### config.mk
export PLATFORM = sky130hd
export DESIGN_NAME = uart_tx_frame_ctrl_flat
export DESIGN_NICKNAME = d
export VERILOG_FILES = /design/src/rtl/uart_tx_frame_ctrl_if.sv /design/src/rtl/uart_tx_frame_ctrl.sv /design/src/flat_wrapper.sv
export SDC_FILE = /design/constraint.sdc
export NUM_CORES = 1
export LEC_CHECK = 0
export ABC_AREA = 1
export CORE_AREA = 3 3 40 42
export DETAILED_ROUTE_END_ITERATION = 10
export DIE_AREA = 0 0 43 45
export HOLD_SLACK_MARGIN = 0.12
export PLACE_DENSITY = 0.51
export SLEW_MARGIN = 20
export SYNTH_ARGS = -nofsm -noshare
export SYNTH_HDL_FRONTEND = slang
export SYNTH_SLANG_ARGS = --single-unit
export TNS_END_PERCENT = 100
### constraint.sdc
create_clock -name CLK -period 0.95 [get_ports CLK]
set_input_delay 0.2375 -clock CLK [delete_from_list [all_inputs] [get_ports CLK]]
set_output_delay 0.2375 -clock CLK [all_outputs]
set_load 0.1 [all_outputs]
### src/rtl/uart_tx_frame_ctrl_if.sv
// uart_tx_frame_ctrl_if: upstream word strobe, serializer link and TX line of the UART transmitter
interface uart_tx_frame_ctrl_if #(parameter int width = 8);
   logic [width-1:0] Data;
   logic Data_valid;
   logic PAR_EN;
   logic PAR_TYP;
   logic Ser_data;
   logic Ser_done;
   logic Ser_EN;
   logic Busy;
   logic valid_instop;
   logic TX_OUT;
   modport master (
      output Data, Data_valid, PAR_EN, PAR_TYP, Ser_data, Ser_done,
      input  Ser_EN, Busy, valid_instop, TX_OUT
   );
   modport slave (
      input  Data, Data_valid, PAR_EN, PAR_TYP, Ser_data, Ser_done,
      output Ser_EN, Busy, valid_instop, TX_OUT
   );
endinterface

### src/rtl/uart_tx_frame_ctrl.sv
// uart_tx_frame_ctrl: UART frame sequencer (start, data LSB first, parity, stop) driving the serializer.
// Macro UART_TX_PARITY_EN enables the parity bit; without it PAR_EN/PAR_TYP are ignored.
module uart_tx_frame_ctrl #(
   parameter int width = 8
) (
   input logic CLK,
   input logic Reset,
   uart_tx_frame_ctrl_if.slave bus
);
`ifdef UART_TX_PARITY_EN
   typedef enum logic [2:0] {IDLE, START, DATA, PARITY, STOP} state_t;
`else
   typedef enum logic [2:0] {IDLE, START, DATA, STOP} state_t;
`endif
   state_t state_q, state_d;
`ifdef UART_TX_PARITY_EN
   logic accept;
   logic parity_q, parity_d;
   logic par_en_q, par_en_d;
   logic par_typ_q, par_typ_d;
   assign accept = bus.Data_valid && (state_q == IDLE || state_q == STOP);
   // parity is fixed at accept time so upstream may change Data during the frame
   always_comb begin
      parity_d = accept ? (^bus.Data) ^ bus.PAR_TYP : parity_q;
      par_en_d = accept ? bus.PAR_EN : par_en_q;
      par_typ_d = accept ? bus.PAR_TYP : par_typ_q;
   end
   always_ff @(posedge CLK) begin
      if (Reset) begin
         state_q <= IDLE;
         parity_q <= 1'b0;
         par_en_q <= 1'b0;
         par_typ_q <= 1'b0;
      end else begin
         state_q <= state_d;
         parity_q <= parity_d;
         par_en_q <= par_en_d;
         par_typ_q <= par_typ_d;
      end
   end
`else
   logic unused_par_inputs;
   assign unused_par_inputs = ^{bus.Data, bus.PAR_EN, bus.PAR_TYP};
   always_ff @(posedge CLK) begin
      if (Reset) state_q <= IDLE;
      else state_q <= state_d;
   end
`endif
   // end of the data phase comes only from Ser_done; bits are not counted here
   always_comb begin
      state_d = state_q;
      case (state_q)
         IDLE: state_d = bus.Data_valid ? START : IDLE;
         START: state_d = DATA;
`ifdef UART_TX_PARITY_EN
         DATA: state_d = bus.Ser_done ? (par_en_q ? PARITY : STOP) : DATA;
         PARITY: state_d = STOP;
`else
         DATA: state_d = bus.Ser_done ? STOP : DATA;
`endif
         STOP: state_d = bus.Data_valid ? START : IDLE;
         default: state_d = IDLE;
      endcase
   end
   assign bus.Busy = state_q != IDLE;
   assign bus.Ser_EN = state_q == START || (state_q == DATA && !bus.Ser_done);
   assign bus.valid_instop = state_q == STOP && bus.Data_valid;
`ifdef UART_TX_PARITY_EN
   assign bus.TX_OUT = state_q == START ? 1'b0 :
                       state_q == DATA ? bus.Ser_data :
                       state_q == PARITY ? parity_q : 1'b1;
`else
   assign bus.TX_OUT = state_q == START ? 1'b0 :
                       state_q == DATA ? bus.Ser_data : 1'b1;
`endif
endmodule

### src/flat_wrapper.sv
// flat-port wrapper written by rule: the top's interface ports become plain ports
module uart_tx_frame_ctrl_flat 
#(
   parameter int width = 8
)
  (CLK, Reset, bus_Data, bus_Data_valid, bus_PAR_EN, bus_PAR_TYP, bus_Ser_data, bus_Ser_done, bus_Ser_EN, bus_Busy, bus_valid_instop, bus_TX_OUT);
  uart_tx_frame_ctrl_if #(.width(width)) bus_i ();
  input logic CLK;
  input logic Reset;
  input wire logic [$bits(bus_i.Data)-1:0] bus_Data;
  input wire logic [$bits(bus_i.Data_valid)-1:0] bus_Data_valid;
  input wire logic [$bits(bus_i.PAR_EN)-1:0] bus_PAR_EN;
  input wire logic [$bits(bus_i.PAR_TYP)-1:0] bus_PAR_TYP;
  input wire logic [$bits(bus_i.Ser_data)-1:0] bus_Ser_data;
  input wire logic [$bits(bus_i.Ser_done)-1:0] bus_Ser_done;
  output wire logic [$bits(bus_i.Ser_EN)-1:0] bus_Ser_EN;
  output wire logic [$bits(bus_i.Busy)-1:0] bus_Busy;
  output wire logic [$bits(bus_i.valid_instop)-1:0] bus_valid_instop;
  output wire logic [$bits(bus_i.TX_OUT)-1:0] bus_TX_OUT;
  assign bus_i.Data = bus_Data;
  assign bus_i.Data_valid = bus_Data_valid;
  assign bus_i.PAR_EN = bus_PAR_EN;
  assign bus_i.PAR_TYP = bus_PAR_TYP;
  assign bus_i.Ser_data = bus_Ser_data;
  assign bus_i.Ser_done = bus_Ser_done;
  assign bus_Ser_EN = bus_i.Ser_EN;
  assign bus_Busy = bus_i.Busy;
  assign bus_valid_instop = bus_i.valid_instop;
  assign bus_TX_OUT = bus_i.TX_OUT;
  uart_tx_frame_ctrl #(.width(width)) u_core (.CLK(CLK), .Reset(Reset), .bus(bus_i));
endmodule
-- Word level (Yosys, flattened, before mapping)
Cells that the tools add are included.
- flip-flop bits (word level): 3
- input bits: 15
- output and inout bits: 4
- logic and storage cells: 16
- equality and inequality tests: 3
- multiplexer cells: 5
- reductions and logical operators: 7
- operators with widths (operator ; number):
    $pmux 3 s3 ; 1
    $eq 3x2->1 const B ; 2
    $mux 1 ; 4
    $eq 3x1->1 const B ; 1
    $logic_not 3->1 ; 1
    $reduce_bool 3->1 ; 1
    $logic_and 1x1->1 ; 2
    $reduce_or 2->1 ; 1
    $logic_not 1->1 ; 1
    $logic_or 1x1->1 ; 1

-- Longest topological paths before layout
Gate-level depths: netlist of run 1.
- depth after elaboration: 3
- mapped depth: 5
- mapped depth without buffers: 5

-- Worst setup path before layout of run 1
OpenSTA, ideal clock, no wires.
- path type: flip-flop to output port
- start point: register u_core.state_q[0]
- end point: output bus_Ser_EN
- arrival time: 1.981 ns
- data required time: 0.712 ns
- setup slack: -1.269 ns
- cell stages (with the launch flop): 5
- path buffers: 0
- cells stage by stage: dfxtp_1 inv_1 ha_1 inv_1 o21bai_1
- longest elaborated chain between the ends: 3
- elaborated cells between the ends (all ways): 4
- classes of those cells: eq/ne: 2; reduce/logical: 2
- RTL lines (what ; RTL line ; text):
    from (decl) ; uart_tx_frame_ctrl.sv:15 ; state_t state_q, state_d;
    from (signal assigned) ; uart_tx_frame_ctrl.sv:46 ; else state_q <= state_d;
    $eq 3x2->1 ; uart_tx_frame_ctrl.sv:66 ; assign bus.Ser_EN = state_q == START || (state_q == DATA && !bus.Ser_done);
    $logic_and 1x1->1 ; uart_tx_frame_ctrl.sv:66 ;
    $logic_or 1x1->1 * ; uart_tx_frame_ctrl.sv:66 ;
    to (decl) ; flat_wrapper.sv:16 ; output wire logic [$bits(bus_i.Ser_EN)-1:0] bus_Ser_EN;
Mark *: on every way between the ends. The rest lies on a longest branch, timed or not.

-- Worst setup path in the final report of run 1
- start point: register u_core.state_q[0]
- end point: output bus_TX_OUT
- longest elaborated chain between the ends: 3
- elaborated cells between the ends (all ways): 4
- classes of those cells: eq/ne: 2; mux: 2
- RTL lines (what ; RTL line ; text):
    $eq 3x2->1 ; uart_tx_frame_ctrl.sv:74 ; state_q == DATA ? bus.Ser_data : 1'b1;
    $mux 1 ; uart_tx_frame_ctrl.sv:74 ;
    $mux 1 * ; uart_tx_frame_ctrl.sv:73 ; assign bus.TX_OUT = state_q == START ? 1'b0 :
    to (decl) ; flat_wrapper.sv:19 ; output wire logic [$bits(bus_i.TX_OUT)-1:0] bus_TX_OUT;
Marks and branches as above.

==> results of run 1 <==
[synthesized netlist by cell type]
cell / number
nor2_1: 3
a21oi_2: 1
ha_1: 4
dfxtp_1: 2
o21bai_1: 1
nand2_1: 3
inv_1: 6
[per-stage QoR]
stage                     worst slack (ns)  util (%)
after floorplan                     -0.396         -
after global placement              -0.376      27.4
after detailed placement            -0.390      27.4
after CTS                           -0.471      29.7
after global routing                -0.518      32.6
final                               -0.470      32.6
[path summary, 6_finish.rpt]
check,to,cells after the start
hold reg to reg,u_core.state_q[1],4
setup reg to reg,u_core.state_q[0],6
setup / recovery,bus_TX_OUT,6
hold / removal,u_core.state_q[0],2
[per-layer routing]
layer	up-vias	share of wire, %	global-route usage [%]
li1	84	-	-
met1	72	37	4.78
met2	8	54	6.59
met3	0	8.8	2.39
met4	0	0	7.23
met5	-	0	0
[critical path, cell delays in order, from the launching register on]
cell     delay (ns)
dfxtp_4        0.37
inv_4          0.04
ha_4           0.16
inv_4          0.07
nor2_4         0.04
nor2_4         0.10
buf_12         0.18
[area by class of cell]
cell class	count	share of cell area, %
Tap cell	15	4.48
Inverter	6	8.96
Sequential cell	2	11.3
Clock buffer	3	5.37
Timing Repair Buffer	10	32.2
Multi-Input combinational cell	12	37.6
[where the power goes]
| group | leakage [nW] | switching [mW] | internal, mW | total (mW) |
|---|---|---|---|---|
| sequential | 0.0178 | 0.0243 | 0.101 | 0.126 |
| clock | 0.0138 | 0.0449 | 0.139 | 0.184 |
| combinational | 0.125 | 0.319 | 0.215 | 0.533 |
| total | 0.156 | 0.388 | 0.455 | 0.843 |
[cell families after synthesis]
group / after synthesis / share of synthesized area (%)
AO/OA/AOI/OAI: 2 / 10.7
adder cells (fa/ha/maj): 4 / 33.1
buffers and inverters: 6 / 14.9
flip-flops: 2 / 26.4
AND/OR/NAND/NOR: 6 / 14.9
[what timing repair did]
item	CTS	global route
endpoints found under the setup margin	5	6
setup buffers	0	1
resized for setup	4	7
pin swaps	2	1
==> results.sh, run 1 <==
export IMPL_status="finished, violations left"
export IMPL_violations="setup timing"
export IMPL_skew_ns=0.000295
export IMPL_finalNetCount=54
export IMPL_critical_path_arrival_ns=1.18
export IMPL_irDropWorstVdd_uv=653
export IMPL_crit_reg2reg_launch="u_core.state_q[0]"
export IMPL_antenna_found_initial=0
export IMPL_power_total_mw=0.843
export IMPL_instances_no_fill=48
export IMPL_synth_nets=39
export IMPL_largest_register="u_core.state_q"
export IMPL_io_buffers=8
export IMPL_worstMarginPinSlew_ns=0.135
export IMPL_slew_viol_final=0
export IMPL_gp_routability_congestion=0.657
export IMPL_antennaDiodeCount=0
export IMPL_dieArea_mm2=0.00194
export IMPL_cp_required_ns=0.71
export IMPL_antenna_left=0
export IMPL_synth_top_area_cell="ha_1"
export IMPL_hp_class="in -> reg"
export IMPL_syn2layout_area_growth_pct=177
export IMPL_fin_hold_ws_ns=0.583
export IMPL_period_needed_ns=1.42
export IMPL_numPlacedInstances=44
export IMPL_setup_violations=6
export IMPL_fp_row_count=13
export IMPL_synth_area_top_cells="ha_1 33%, dfxtp_1 26%, inv_1 15%, nand2_1 7.4%, nor2_1 7.4%"
export IMPL_syn_area_um2=151
export IMPL_cts_root_buf="clkbuf_4"
export IMPL_wl_per_cell_um=8.29
export IMPL_r2r_slack_ns=-0.08
export IMPL_dp_hpwl_um=302
export IMPL_cts_hold_buf=0
export IMPL_synth_seq_cells=2
export IMPL_max_freq_mhz=704
export IMPL_cts_sinks=2
export IMPL_grt_overflow=0
export IMPL_cp_startpoint="u_core.state_q[0]"
export IMPL_viasPerCell=3.42
export IMPL_cp_start_kind="register"
export IMPL_ioPinCount=19
export IMPL_critical_path_max_fanout=3
export IMPL_final_cell_mix="4 x clkdlybuf4s50_1, 4 x buf_12, 3 x inv_4, 3 x ha_4, 3 x clkbuf_4"
export IMPL_cts_inserted_buffers=3
export IMPL_yosysUniqueCellTypes=7
export IMPL_drt_iter0_markers=0
export IMPL_die_width_um=43
export IMPL_worstHoldStart="Reset"
export IMPL_register_area_um2=47.5
export IMPL_multiInputGateArea_um2=158
export IMPL_rsz0062_at_grt="true"
export IMPL_cts_max_path_buffers=2
export IMPL_syn_instance_count=20
export IMPL_p_per_area_mw_per_mm2=2010
export IMPL_grt_pass1_vias=163
export IMPL_place_area_um2=352
export IMPL_leakage_nw=0.156
export IMPL_largest_register_ffs=2
export IMPL_gr_usage_all_layers_pct=4.98
export IMPL_grt_max_degree=4
export IMPL_finalSetupTns_ns=-1.86
export IMPL_grt_pass1_wl_um=614
export IMPL_hold_viol=0
export IMPL_synth_top_cell_area_share_pct=33.1
export IMPL_layout_drive_gt1_share_pct=78.8
export IMPL_largestRegisters="u_core.state_q x2"
export IMPL_via_count=164
export IMPL_cts_htree_levels=1
export IMPL_fp_coreArea_mm2=0.00128
export IMPL_start_util_pct=11.8
export IMPL_synth_seq_area_share_pct=26.4
export IMPL_clk_pin_slew_worst_paths_ns=0.03
export IMPL_layout_setup_ws_ns=-0.470
export IMPL_fill_cells=131
export IMPL_die_height_um=45
export IMPL_path_class="reg -> out"
export IMPL_drc_errors=0
export IMPL_syn_area_per_cell_um2=7.57
export IMPL_ys_warn_count=0
export IMPL_end_kind="primary output"
export IMPL_insertion_delay_ns=0.22
export IMPL_firstDrtPassIters=1
export IMPL_fin_area_um2=419
export IMPL_wirelength_um=398
export IMPL_post_route_period_util_pct=149
export IMPL_relSlewSlack_pct=90.9
export IMPL_cts_tree="yes"
export IMPL_max_cap_violations=0
No activity file was read; power rests on OpenSTA's default activity.
==> run 2: changes to the inputs <==
CTS_CLUSTER_DIAMETER = 80   (was not set)
==> results of run 2 <==
The final DEF is identical to that of run 1; final timing and power are the same.
